$ cat src/rtl/led_sweep_counter.sv
// led_sweep_counter: prescaled LED index counter with stop, wrap and bounce sweep modes.
module led_sweep_counter #(
  parameter int WIDTH = 5,
  parameter int DIV_W = 24
) (
  input  logic             clk,
  input  logic             rst,
  input  logic [WIDTH-1:0] start_num,
  input  logic [WIDTH-1:0] end_num,
  input  logic             up_down,
  input  logic [1:0]       mode,
  input  logic             load,
  input  logic             enable,
  input  logic [DIV_W-1:0] div,
  output logic [WIDTH-1:0] counter_out,
  output logic             dir,
  output logic             check,
  output logic             turn
);
  logic [DIV_W-1:0] count;
  logic [WIDTH-1:0] lo, hi, n_cnt;
  logic             tick, stop, wrap, bounce, at_bnd, oor, d_follow, n_dir, n_check, n_turn;
  always_comb begin
    lo       = (start_num < end_num) ? start_num : end_num;
    hi       = (start_num < end_num) ? end_num : start_num;
    tick     = enable && (count == div);
    stop     = mode[1] == mode[0];
    wrap     = mode == 2'b01;
    bounce   = mode == 2'b10;
    oor      = (counter_out < lo) || (counter_out > hi);
    at_bnd   = dir ? (counter_out == hi) : (counter_out == lo);
    d_follow = bounce ? dir : up_down;
    n_cnt    = counter_out;
    n_dir    = d_follow;
    n_check  = 1'b0;
    n_turn   = 1'b0;
    if (oor)
      n_cnt = dir ? lo : hi;
    else if (lo == hi) begin
      n_cnt   = lo;
      n_check = stop;
    end else if (!at_bnd)
      n_cnt = dir ? counter_out + 1'b1 : counter_out - 1'b1;
    else if (stop)
      n_check = 1'b1;
    else if (wrap) begin
      n_cnt  = dir ? lo : hi;
      n_turn = 1'b1;
    end else begin
      // bounce reversal: flip and take the first step back on the same tick
      n_dir  = !dir;
      n_cnt  = dir ? counter_out - 1'b1 : counter_out + 1'b1;
      n_turn = 1'b1;
    end
  end
  always_ff @(posedge clk or posedge rst) begin
    if (rst) begin
      counter_out <= '0;
      dir         <= 1'b1;
      check       <= 1'b1;
      turn        <= 1'b0;
      count       <= '0;
    end else if (load) begin
      counter_out <= start_num;
      dir         <= up_down;
      check       <= 1'b0;
      turn        <= 1'b0;
      count       <= '0;
    end else begin
      turn <= tick && n_turn;
      if (enable) begin
        count <= tick ? '0 : count + 1'b1;
        dir   <= tick ? n_dir : d_follow;
        if (tick) begin
          counter_out <= n_cnt;
          check       <= n_check;
        end
      end
    end
  end
endmodule

$ cat config.mk
export PLATFORM = sky130hd
export DESIGN_NAME = led_sweep_counter
export DESIGN_NICKNAME = d
export VERILOG_FILES = /design/src/rtl/led_sweep_counter.sv
export SDC_FILE = /design/constraint.sdc
export NUM_CORES = 1
export LEC_CHECK = 0
export ABC_AREA = 1
export CAP_MARGIN = 20
export CORE_UTILIZATION = 35
export DETAILED_ROUTE_END_ITERATION = 6
export GPL_TIMING_DRIVEN = 0
export PLACE_DENSITY_LB_ADDON = 0.08
export SYNTH_ARGS = -nofsm -noshare
export SYNTH_HDL_FRONTEND = slang
export SYNTH_SLANG_ARGS = --single-unit
$ cat constraint.sdc
create_clock -name clk -period 1.9 [get_ports clk]
set_input_delay 0.285 -clock clk [delete_from_list [all_inputs] [get_ports clk]]
set_output_delay 0.285 -clock clk [all_outputs]
set_load 0.01 [all_outputs]
---- Yosys cells after proc, flatten, opt, wreduce, memory -nomap -nowiden ----
Cells that the tools add are included.
operators by class
  add/subtract/negate cells ............... 3
  magnitude comparators ................... 3
  equal/unequal tests ..................... 8
  multiplexer cells ....................... 38
  reductions and logical operators ........ 8
operators with widths
  operator               count
  $mux 24                3
  $mux 5                 13
  $add 24x1->24 const B  1
  $eq 24x24->1           1
  $mux 1                 22
  $eq 5x5->1             3
  $lt 5x5->1             2
  $add 5x1->5 const B    1
  $gt 5x5->1             1
  $ne 5x3->1 const B     1
  $sub 5x1->5 const B    1
  $reduce_bool 2->1      2
  $reduce_and 3->1       1
  $eq 2x1->1 const B     1
  $eq 2x2->1 const B     1
  $logic_and 1x1->1      2
  $reduce_and 2->1       1
  $eq 1x1->1             1
  $logic_not 1->1        1
  $logic_or 1x1->1       1
storage, ports and cells
  register bits ........................... 32
  input bits .............................. 41
  output and inout bits ................... 8
  word-level logic and storage cells ...... 65

---- Logic depth before layout (Yosys ltp) ----
Gate-level depths: netlist of the first run.
  depth in word-level cells ............... 11
  mapped depth ............................ 24
  mapped depth without buffers ............ 23

---- Worst setup path after synthesis of the first run ----
OpenSTA, ideal clock, no wires.
  path kind ............................... input port to flip-flop
  start ................................... input end_num[4]
  end ..................................... register counter_out[1]
  setup time .............................. 116 ps
  arrival time ............................ 2633 ps
  required time ........................... 1784 ps
  path slack .............................. -849 ps
  stages .................................. 23
  buffers on the path ..................... 1
  path through ............................ inv_1 ha_1 nand2_1 nor2_2 nand2_2 nand3_4 buf_6 nand2_1 and2_1 ha_1 nand2_1 nor2_1 nand3_1 nand2_2 inv_1 nor2_2 nand3_1 nand2_1 nand2_1 nand2_1 nand2_1 nand2_1 nand2_1
between the ends
  longest elaborated chain between the ends .. 11
  elaborated cells on any way between the ends .. 21
  those cells by class .................... order compare: 3; eq/ne: 4; mux: 12; reduce/logical: 2
RTL lines
  what                       line    source
  start: declaration         9       input logic [WIDTH-1:0] end_num,
  $lt 5x5->1                 24, 25
  $mux 5 (on tied branches)  25, 24
  $mux 5                     38, 47
  $mux 5                     46      else if (wrap) begin
  $mux 5                     44      else if (stop)
  $mux 5                     42      end else if (!at_bnd)
  $mux 5                     39      else if (lo == hi) begin
  $mux 5                     37      if (oor)
  $mux 5                     74      if (tick) begin
  $mux 5                     71      if (enable) begin
  $mux 5                     63      end else if (load) begin
  end signal: assignment     64      counter_out <= start_num;
  end signal: assignment     75      counter_out <= n_cnt;
  end: declaration           15      output logic [WIDTH-1:0] counter_out,
Several ways; a longest one is shown, not always the timed one. The select of a mux whose other input is x is not followed.
A chain may end at the register's enable or synchronous reset.

---- Worst setup path after layout of the first run ----
  start ................................... input end_num[4]
  end ..................................... register counter_out[0]
The elaborated chain is that of the path after synthesis.

==> results of run 1 <==
## flip-flops by register name, summed over array words and instances (netlist names)
name / count
count: 24
counter_out: 5
check: 1
dir: 1
turn: 1
## cells by family (layout without fill, tap and decap cells)
| kind of cell | after synthesis | in the layout | share of synthesized area |
|---|---|---|---|
| AOI/OAI and AO/OA | 41 | 41 | 0.07322 |
| xor gates and xnor gates | 22 | 22 | 0.05753 |
| adders and majority gates | 20 | 20 | 0.07471 |
| buffers and inverters | 85 | 169 | 0.1024 |
| DFF | 32 | 32 | 0.2398 |
| and+or+nand+nor | 336 | 337 | 0.4524 |
## cells in the final DEF, fill, tap and decap left out, drive strengths merged, types with 3 or more instances in the layout
| cell type | instances |
|---|---|
| clkbuf | 8 |
| nand2 | 179 |
| nand3b | 3 |
| a21oi | 12 |
| nor2 | 77 |
| nand3 | 38 |
| clkdlybuf4s50 | 36 |
| buf | 42 |
| nor3 | 14 |
| ha | 20 |
| o21ai | 20 |
| xnor2 | 5 |
| or2 | 7 |
| dfrtp | 30 |
| nand4 | 14 |
| o211ai | 4 |
| xor2 | 17 |
| inv | 78 |
## worst reg2reg max path: cells and delay by family, from the launching register on
family / cells / cell delay (ps)
flops: 1 / 510
fa+ha+maj: 1 / 360
simple gates: 10 / 940
compound gates: 1 / 130
## layer usage
| metal | vias up | part of all wire |
|---|---|---|
| li1 | 1868 | - |
| met2 | 115 | 0.45 |
| met3 | 8 | 0.057 |
| met5 | - | 0 |
| met4 | 0 | 0.0058 |
| met1 | 1689 | 0.48 |
## worst min-delay path by stage
stage | cells after the start | slack [ps] | startpoint | to
global route | 5 | 410 | start_num[2] | counter_out[2]
detailed placement | 2 | 470 | check | check
global placement | 2 | 470 | check | check
CTS | 5 | 380 | start_num[3] | counter_out[3]
floorplan | 1 | 400 | rst | count[0]
finish | 5 | 390 | start_num[2] | counter_out[2]
## metrics by stage
step | hold slack (ps) | setup TNS [ps] | total power (W) | setup slack [ps]
floorplan | 399.7 | -4850 | 0.001539 | -705.7
global placement | 465.3 | -17100 | 0.001905 | -1753
detailed placement | 466.1 | -17300 | 0.001931 | -1741
CTS | 377.2 | -4031 | 0.002769 | -540.2
global route | 414.8 | -5769 | 0.003044 | -758.6
finish | 393.6 | -4700 | 0.002833 | -628.6
## cell type report
type,count,area [sq um]
tap,129,161.4
inverter,80,331.6
timing repair buffer,76,753.2
fill,946,4509
clock buffer,8,90.09
buffer,5,41.29
sequential,32,803.3
multi-input combinational,420,2550
## power groups by stage
stage          combinational [W]  clock (W)  sequential [W]
2_1_floorplan           0.000753          0        0.000786
3_3_place_gp             0.00111          0        0.000799
3_5_place_dp             0.00113          0        0.000801
4_1_cts                  0.00140   0.000570        0.000796
5_1_grt                  0.00165   0.000593        0.000802
6_report                 0.00149   0.000550        0.000797
## repair_timing
action	CTS	global route
hold buffers	0	0
pin swaps	29	13
buffers inserted	21	5
gates cloned	2	0
setup endpoints to repair	9	19
gates resized for setup	99	28
==> flow_summary.json, run 1 <==
{
  "outcome": "complete, but fails checks",
  "failed_checks": "setup timing",
  "ys.flop_type": "dfrtp_1",
  "layout-drive-gt1-share": 0.2254,
  "met3_usage": 0.02228,
  "port_buffers": 48,
  "yosys_warnings": 0,
  "cts-htree-levels": 2,
  "fin_crit_sh": 1.331,
  "crit_family": "simple AND/OR/NAND/NOR gates",
  "crit_top_cell": "nand2_1",
  "powerDensity_nw_per_um2": 598.8,
  "cts_tree": "yes",
  "synth_nets": 597,
  "p_switching_w": 0.001152,
  "post_drt_wl_per_cell_microns": 13.92,
  "ir_worst_vdd_mv": 0.2560,
  "grt_pass1_vias": 3356,
  "die-width_microns": 99.83,
  "die_h_microns": 99.83,
  "comb_power_share": 0.525,
  "synth-seq-cells": 32,
  "grtUsageMet1": 0.3226,
  "worst_pin_slew_ps": 725.7,
  "grt_antenna_before_repair": 0,
  "pwr-share-seq": 0.281,
  "ys_types": 43,
  "path_class": "primary input to register",
  "drt_pass1_iterations": 5,
  "r2r-start": "counter_out[1]",
  "cts_buffers": 5,
  "synthTopCellsByCount": "169 x nand2_1, 75 x inv_1, 72 x nor2_1",
  "grt_most_used_layer": "met2",
  "p_leak_nw": 2.253,
  "end_kind": "register",
  "synth.top_cell.area_share": 0.2241,
  "grt_pass1_wl_microns": 16750,
  "cp_data_arrival_time_ps": 2700,
  "gp_congestion": 0.8643,
  "drcViolationCount": 0,
  "intPower_w": 0.001681,
  "wirelength_microns": 10440,
  "p_sw_frac": 0.4068,
  "dr.first_iter.drc_count": 198,
  "synth-edff-count": 0,
  "initial_core_util": 0.3625,
  "clkPwrFrac": 0.194,
  "drv_cap": 0,
  "cp_cell_sequence": "buf_8, inv_4, ha_4, nand2_4, inv_1, nand2_2, nand3_4, buf_8, buf_4, nand2_1, o21ai_1, ha_1, nand3_2, nand2_4, inv_6, nor2_4, nor2_1, nor2_1, nand2_1, nand2_1, nand2_1, nand2_1, nand2_1",
  "syn2layout_area_growth_pct": 41.24,
  "clk_pin_slew_worst_paths_ps": 70,
  "fin_area_sq_um": 4731,
  "rows": 35,
  "setup_viol": 8,
  "cp_slowest_stage_delay_ps": 350,
  "fin_util": 0.5120,
  "dpl_cell_area_sq_um": 4111,
  "synthArstFlopShare": 1.000,
  "dpl.cell_count": 714,
  "grt_max_degree": 19,
  "seq_area_frac_synth": 0.2398,
  "fin_nets": 681,
  "clock_path_buffers": 2,
  "crit_path_end": "counter_out[0]",
  "finalNonFillerCells": 750,
  "slew_headroom": 0.5156,
  "synthTopCellsByArea": "dfrtp_1 22%, nand2_1 19%, inv_1 8.4%",
  "hold_violations": 0,
  "core_region_area_sq_um": 9240,
  "yosysTopAreaCell": "dfrtp_1",
  "slowest_stage": "ha_1",
  "via_count": 3680,
  "setup_ws_ps": -628.6,
  "detail-route-antenna-nets": 0,
  "slew_viol_final": 0,
  "crit_buf_inv": 6,
  "met2_usage": 0.3422,
  "cp.required_ps": 2070,
  "avgViaCountPerCell": 4.907,
  "ff2ff_path_depth": 12,
  "syn_avg_cell_area_sq_um": 6.249,
  "path_max_fanout": 6,
  "max_clock_freq_mhz": 395.5,
  "finalWorstPathRequiredPeriod_ps": 2529,
  "cts_sinks": 32,
  "io_pins": 49,
  "design.die.area_sq_um": 9965,
  "clk_latency_ps": 280,
  "worstSetupStartpointType": "primary input",
  "crit_start": "end_num[4]",
  "overflow": 0,
  "netlist_area_sq_um": 3349,
  "synth.most_common_cell": "nand2_1",
  "rsz0062_at_grt": "true",
  "syn_inst": 536,
  "clk_root_buffer_cell": "clkbuf_8",
  "diodes": 0,
  "rr_endpoint": "counter_out[3]",
  "cp_num_cells": 23,
  "hpwl_microns": 8000,
  "reg2reg_slack_ps": -150,
  "hold_path_class": "primary input to register",
  "skew_ps": 3.523,
  "grt.total_usage": 0.2149
}
Note: power is estimated with default switching activity, not from simulation.
==> run 2, diff against run 1 <==
--- a/config.mk
+++ b/config.mk
@@ -8,7 +8,9 @@
 export ABC_AREA = 1
 export CAP_MARGIN = 20
 export CORE_UTILIZATION = 35
+export CTS_CLUSTER_SIZE = 8
 export DETAILED_ROUTE_END_ITERATION = 6
+export GPL_ROUTABILITY_DRIVEN = 0
 export GPL_TIMING_DRIVEN = 0
 export PLACE_DENSITY_LB_ADDON = 0.08
 export SYNTH_ARGS = -nofsm -noshare
==> constraint.sdc (replaced) <==
create_clock -name clk -period 3.3 [get_ports clk]
set_input_delay 0.495 -clock clk [delete_from_list [all_inputs] [get_ports clk]]
set_output_delay 0.495 -clock clk [all_outputs]
set_load 0.01 [all_outputs]
==> flow_summary.json, run 2 (same netlist as run 1, synthesis figures left out) <==
{
  "powerDensity_nw_per_um2": 342.0,
  "comb_power_share": 0.482,
  "reg_top3": "count x24, counter_out x5",
  "design.die.area_sq_um": 9965,
  "grt_antenna_before_repair": 0,
  "grt_pass1_vias": 3210,
  "p_sw_frac": 0.4016,
  "cts_sinks": 32,
  "cp_slowest_stage_delay_ps": 280,
  "mostFrequentLayoutCells": "161 x nand2_1, 71 x inv_1, 67 x nor2_1",
  "fin_crit_sh": 0.9317,
  "dpl_cell_area_sq_um": 4019,
  "fin_util": 0.4739,
  "fill_cells": 989,
  "max_clock_freq_mhz": 325.2,
  "multi_input_area_sq_um": 2366,
  "dr.first_iter.drc_count": 112,
  "end_kind": "register",
  "cts_buffers": 5,
  "whs_path_depth": 2,
  "avgViaCountPerCell": 4.735,
  "post_drt_wl_per_cell_microns": 13.31,
  "holdBufCountCts": 0,
  "drv_cap": 0,
  "slew_headroom": 0.6817,
  "worst_pin_slew_ps": 476.9,
  "ff2ff_path_depth": 13,
  "finalWorstPathRequiredPeriod_ps": 3075,
  "clk_latency_ps": 280,
  "wirelength_microns": 9785,
  "cp_cell_sequence": "dlygate4sd2_1, inv_2, ha_4, nand2_1, nor2_2, nand2_2, nand3_4, buf_8, nand2_2, nand2_2, inv_2, ha_4, nand2_1, nor2_2, nand3_2, nand2_4, inv_6, nor2_4, nand3_1, nand3b_1, nand2_1, nand2_1, nand2_1, nand2_1",
  "crit_family": "simple AND/OR/NAND/NOR gates",
  "setup_tns_ps": 0,
  "clock_path_buffers": 2,
  "crit_buf_inv": 5,
  "path_class": "primary input to register",
  "ir_worst_vdd_mv": 0.1353,
  "rows": 35,
  "port_buffers": 48,
  "largest_register": "count",
  "die_h_microns": 99.83,
  "grt.total_usage": 0.2028,
  "outcome": "finished clean",
  "cp.required_ps": 3520,
  "die-width_microns": 99.83,
  "fin_hold_ws_ps": 486.9,
  "slowest_stage": "dlygate4sd2_1",
  "clk_pin_slew_worst_paths_ps": 70,
  "core_region_area_sq_um": 9240,
  "hold_path_class": "register to register",
  "pwr-share-seq": 0.308,
  "initial_core_util": 0.3625,
  "syn2layout_area_growth_pct": 30.74,
  "hold_violations": 0,
  "detail-route-antenna-nets": 0,
  "fin_nets": 666,
  "drcViolationCount": 0,
  "grt_max_degree": 24,
  "worstSetupStartpointType": "primary input",
  "setup_viol": 0,
  "cp_num_cells": 24,
  "skew_ps": 4.791,
  "largest_reg_flops": 24,
  "cts_tree": "yes",
  "cts-htree-levels": 2,
  "slew_viol_final": 0,
  "hpwl_microns": 7748,
  "via_count": 3480,
  "io_pins": 49,
  "fin_area_sq_um": 4379,
  "crit_top_cell": "nand2_1",
  "drt_pass1_iterations": 5,
  "clkPwrFrac": 0.210,
  "layout-drive-gt1-share": 0.1452,
  "diodes": 0,
  "overflow": 0,
  "p_leak_nw": 2.113,
  "cp_data_arrival_time_ps": 3300,
  "intPower_w": 0.0008962,
  "clk_root_buffer_cell": "clkbuf_8",
  "final_common_cell": "nand2_1",
  "path_max_fanout": 7,
  "register_area_sq_um": 803.3,
  "grt_pass1_wl_microns": 15970,
  "p_switching_w": 0.0006015
}
run 2: cell count changes in the layout (fill, tap and decap cells not counted), moves of 5 or more:
cell,delta
inv_1,+5
nor2_1,+6
nor2_4,-5
buf_4,-13
nand2_1,+9
run 2: worst paths after layout:
kind | slack (ps) | endpoint | startpoint
worst min-delay path | 490 | check | check
worst min register to register | 490 | check | check
worst max-delay path | 230 | counter_out[2] | end_num[4]
min in group asynchronous | 530 | count[22] | rst
max in group asynchronous | 2220 | dir | rst
worst max register to register | 1210 | counter_out[2] | counter_out[1]
run 2: cell type report:
class                           instances  area share
Buffer                                  5    0.009429
Clock buffer                            8     0.02057
Inverter                               80     0.07086
Multi-Input combinational cell        420      0.5403
Sequential cell                        32      0.1834
Tap cell                              129     0.03686
Timing Repair Buffer                   61      0.1386
run 2: routing by layer:
layer  share of wire  vias up  track usage  wire length (microns)
met5               0        -            0                      0
met4          0.0075        0      0.03394                     73
met3           0.032        9      0.02925                    311
met2            0.44       53       0.3183                   4331
met1            0.52     1587       0.2982                   5069
li1                -     1831            -                      -
run 2: power groups by stage:
stage,logic [W],registers (W),clock network (W)
floorplan,0.000416,0.000453,0
global placement,0.000614,0.000464,0
detailed placement,0.000623,0.000464,0
CTS,0.000654,0.000457,0.000326
global route,0.000821,0.000465,0.000343
finish,0.000722,0.000462,0.000314
run 2: repair_timing:
action	CTS	global route
endpoints found under the hold margin	0	0
pin swaps	8	14
setup endpoints to repair	8	8
gates cloned	0	1
setup buffers	9	3
gates resized for setup	14	34
run 2: stage by stage:
stage | setup slack, ps | std cells | total power, W
after floorplan | 340.9 | 536 | 0.0008682
after global placement | -714.1 | 713 | 0.001078
after detailed placement | -737.6 | 714 | 0.001087
after CTS | 49.22 | 731 | 0.001436
after global routing | -29.06 | 735 | 0.001628
final | 225.3 | 735 | 0.001498
run 2: worst min-delay path, delay by kind of cell, from the launching register on:
family,cells,cell delay [ps]
simple gates,1,50
flops,1,370
compound gates,1,70
==> run 3, diff against run 2 <==
--- a/config.mk
+++ b/config.mk
@@ -13,6 +13,7 @@
 export GPL_ROUTABILITY_DRIVEN = 0
 export GPL_TIMING_DRIVEN = 0
 export PLACE_DENSITY_LB_ADDON = 0.08
+export SKIP_CTS_REPAIR_TIMING = 1
 export SYNTH_ARGS = -nofsm -noshare
 export SYNTH_HDL_FRONTEND = slang
 export SYNTH_SLANG_ARGS = --single-unit
==> flow_summary.json, run 3 (same netlist as run 1, synthesis figures left out) <==
{
  "skew_ps": 5.138,
  "largest_register": "count",
  "grt_max_degree": 24,
  "grt_antenna_before_repair": 0,
  "cp.required_ps": 3520,
  "avgViaCountPerCell": 4.739,
  "grt.total_usage": 0.2010,
  "cts_buffers": 5,
  "design.die.area_sq_um": 9965,
  "p_total_w": 0.001481,
  "finalWorstPathRequiredPeriod_ps": 3035,
  "reg2reg_slack_ps": 1150,
  "initial_core_util": 0.3625,
  "min_from": "check",
  "powerDensity_nw_per_um2": 337.7,
  "hpwl_microns": 7748,
  "cts_tree": "yes",
  "fin_util": 0.4747,
  "drt_pass1_iterations": 4,
  "overflow": 0,
  "outcome": "finished clean",
  "clk_root_buffer_cell": "clkbuf_8",
  "r2r-start": "counter_out[1]",
  "mostFrequentLayoutCells": "163 x nand2_1, 71 x inv_1, 69 x nor2_1",
  "whs_path_depth": 2,
  "grt_pass1_vias": 3155,
  "cp_data_arrival_time_ps": 3260,
  "slew_viol_final": 0,
  "diodes": 0,
  "path_class": "primary input to register",
  "clock_path_buffers": 2,
  "ir_worst_vdd_mv": 0.1367,
  "max_clock_freq_mhz": 329.4,
  "largest_reg_flops": 24,
  "hold-path-endpoint": "check",
  "worst_pin_slew_ps": 474.8,
  "dr.first_iter.drc_count": 107,
  "rr_endpoint": "counter_out[2]",
  "core_region_area_sq_um": 9240,
  "syn2layout_area_growth_pct": 30.97,
  "fin_nets": 667,
  "rows": 35,
  "io_pins": 49,
  "drcViolationCount": 0,
  "drv_cap": 0,
  "rsz0062_at_grt": "false",
  "die_h_microns": 99.83,
  "via_count": 3488,
  "end_kind": "register",
  "detail-route-antenna-nets": 0,
  "ff2ff_path_depth": 13,
  "reg_top3": "count x24, counter_out x5",
  "worstSetupStartpointType": "primary input",
  "die-width_microns": 99.83,
  "grt_pass1_wl_microns": 15810,
  "wirelength_microns": 9765,
  "clk_latency_ps": 280,
  "hold_path_class": "register to register",
  "layout-drive-gt1-share": 0.1367,
  "clk_pin_slew_worst_paths_ps": 70,
  "hold_violations": 0,
  "post_drt_wl_per_cell_microns": 13.27,
  "fin_crit_sh": 0.9198,
  "fill_cells": 989,
  "final_common_cell": "nand2_1",
  "path_max_fanout": 6,
  "cts-htree-levels": 2,
  "slew_headroom": 0.6824,
  "setup_viol": 0,
  "p_leak_nw": 2.174,
  "port_buffers": 48,
  "cts_sinks": 32
}
run 3: cell type report:
type	instances	area (sq um)	area share
well taps	129	161.4	0.03679
inverters	80	307.8	0.07017
multi-input cells	419	2344	0.5342
repair buffers	63	639.4	0.1458
plain buffers	5	41.29	0.009412
flip-flops and latches	32	803.3	0.1831
clock buffers	8	90.09	0.02054
run 3: worst max-delay path by stage:
stage | start | end | slack [ps]
after floorplan | end_num[4] | counter_out[1] | 340
after global placement | end_num[4] | counter_out[2] | -710
after detailed placement | end_num[4] | counter_out[1] | -740
after CTS | end_num[4] | counter_out[1] | -440
after global routing | start_num[2] | counter_out[1] | 40
final | end_num[0] | counter_out[2] | 260
run 3: layer usage:
| layer | part of all wire | track usage | vias to the layer above |
|---|---|---|---|
| li1 | - | - | 1840 |
| met1 | 0.51 | 0.2961 | 1580 |
| met2 | 0.44 | 0.3162 | 61 |
| met3 | 0.036 | 0.02925 | 7 |
| met4 | 0.0058 | 0.03054 | 0 |
| met5 | 0 | 0 | - |
run 3: through the flow:
| step | instances | TNS [ps] | cell area [sq um] | hold WS [ps] | worst slack, ps |
|---|---|---|---|---|---|
| floorplan | 536 | 0 | 3349 | 490.1 | 340.9 |
| global placement | 713 | -4541 | 3991 | 477.4 | -714.1 |
| detailed placement | 714 | -4670 | 4019 | 479.6 | -737.6 |
| CTS | 722 | -2300 | 4109 | 490.5 | -437.6 |
| global route | 736 | 0 | 4387 | 519.7 | 42.46 |
| finish | 736 | 0 | 4387 | 486.6 | 264.6 |
run 3: report_power, final:
| part | leakage (nW) | internal, W | switching, W | total, W |
|---|---|---|---|---|
| clock network | 0.0455 | 0.000170 | 0.000146 | 0.000316 |
| registers | 0.428 | 0.000412 | 0.0000471 | 0.000459 |
| logic | 1.70 | 0.000307 | 0.000399 | 0.000707 |
| total | 2.17 | 0.000889 | 0.000592 | 0.00148 |
run 3: worst max-delay path, stage by stage:
cell             delay, ps
clkdlybuf4s50_1        480
ha_1                   150
inv_1                   60
nand2_4                 90
nand3_4                 90
buf_8                  140
buf_4                  140
nand2_2                 70
o21ai_4                 80
ha_4                   270
nand2_1                 70
nor2_2                 130
nand3_1                110
nand2_2                130
inv_4                   70
nor2_4                 210
nand3_1                140
nand3b_1               120
nand2_1                 60
nand2_1                 60
nand2_1                 50
nand2_1                 50
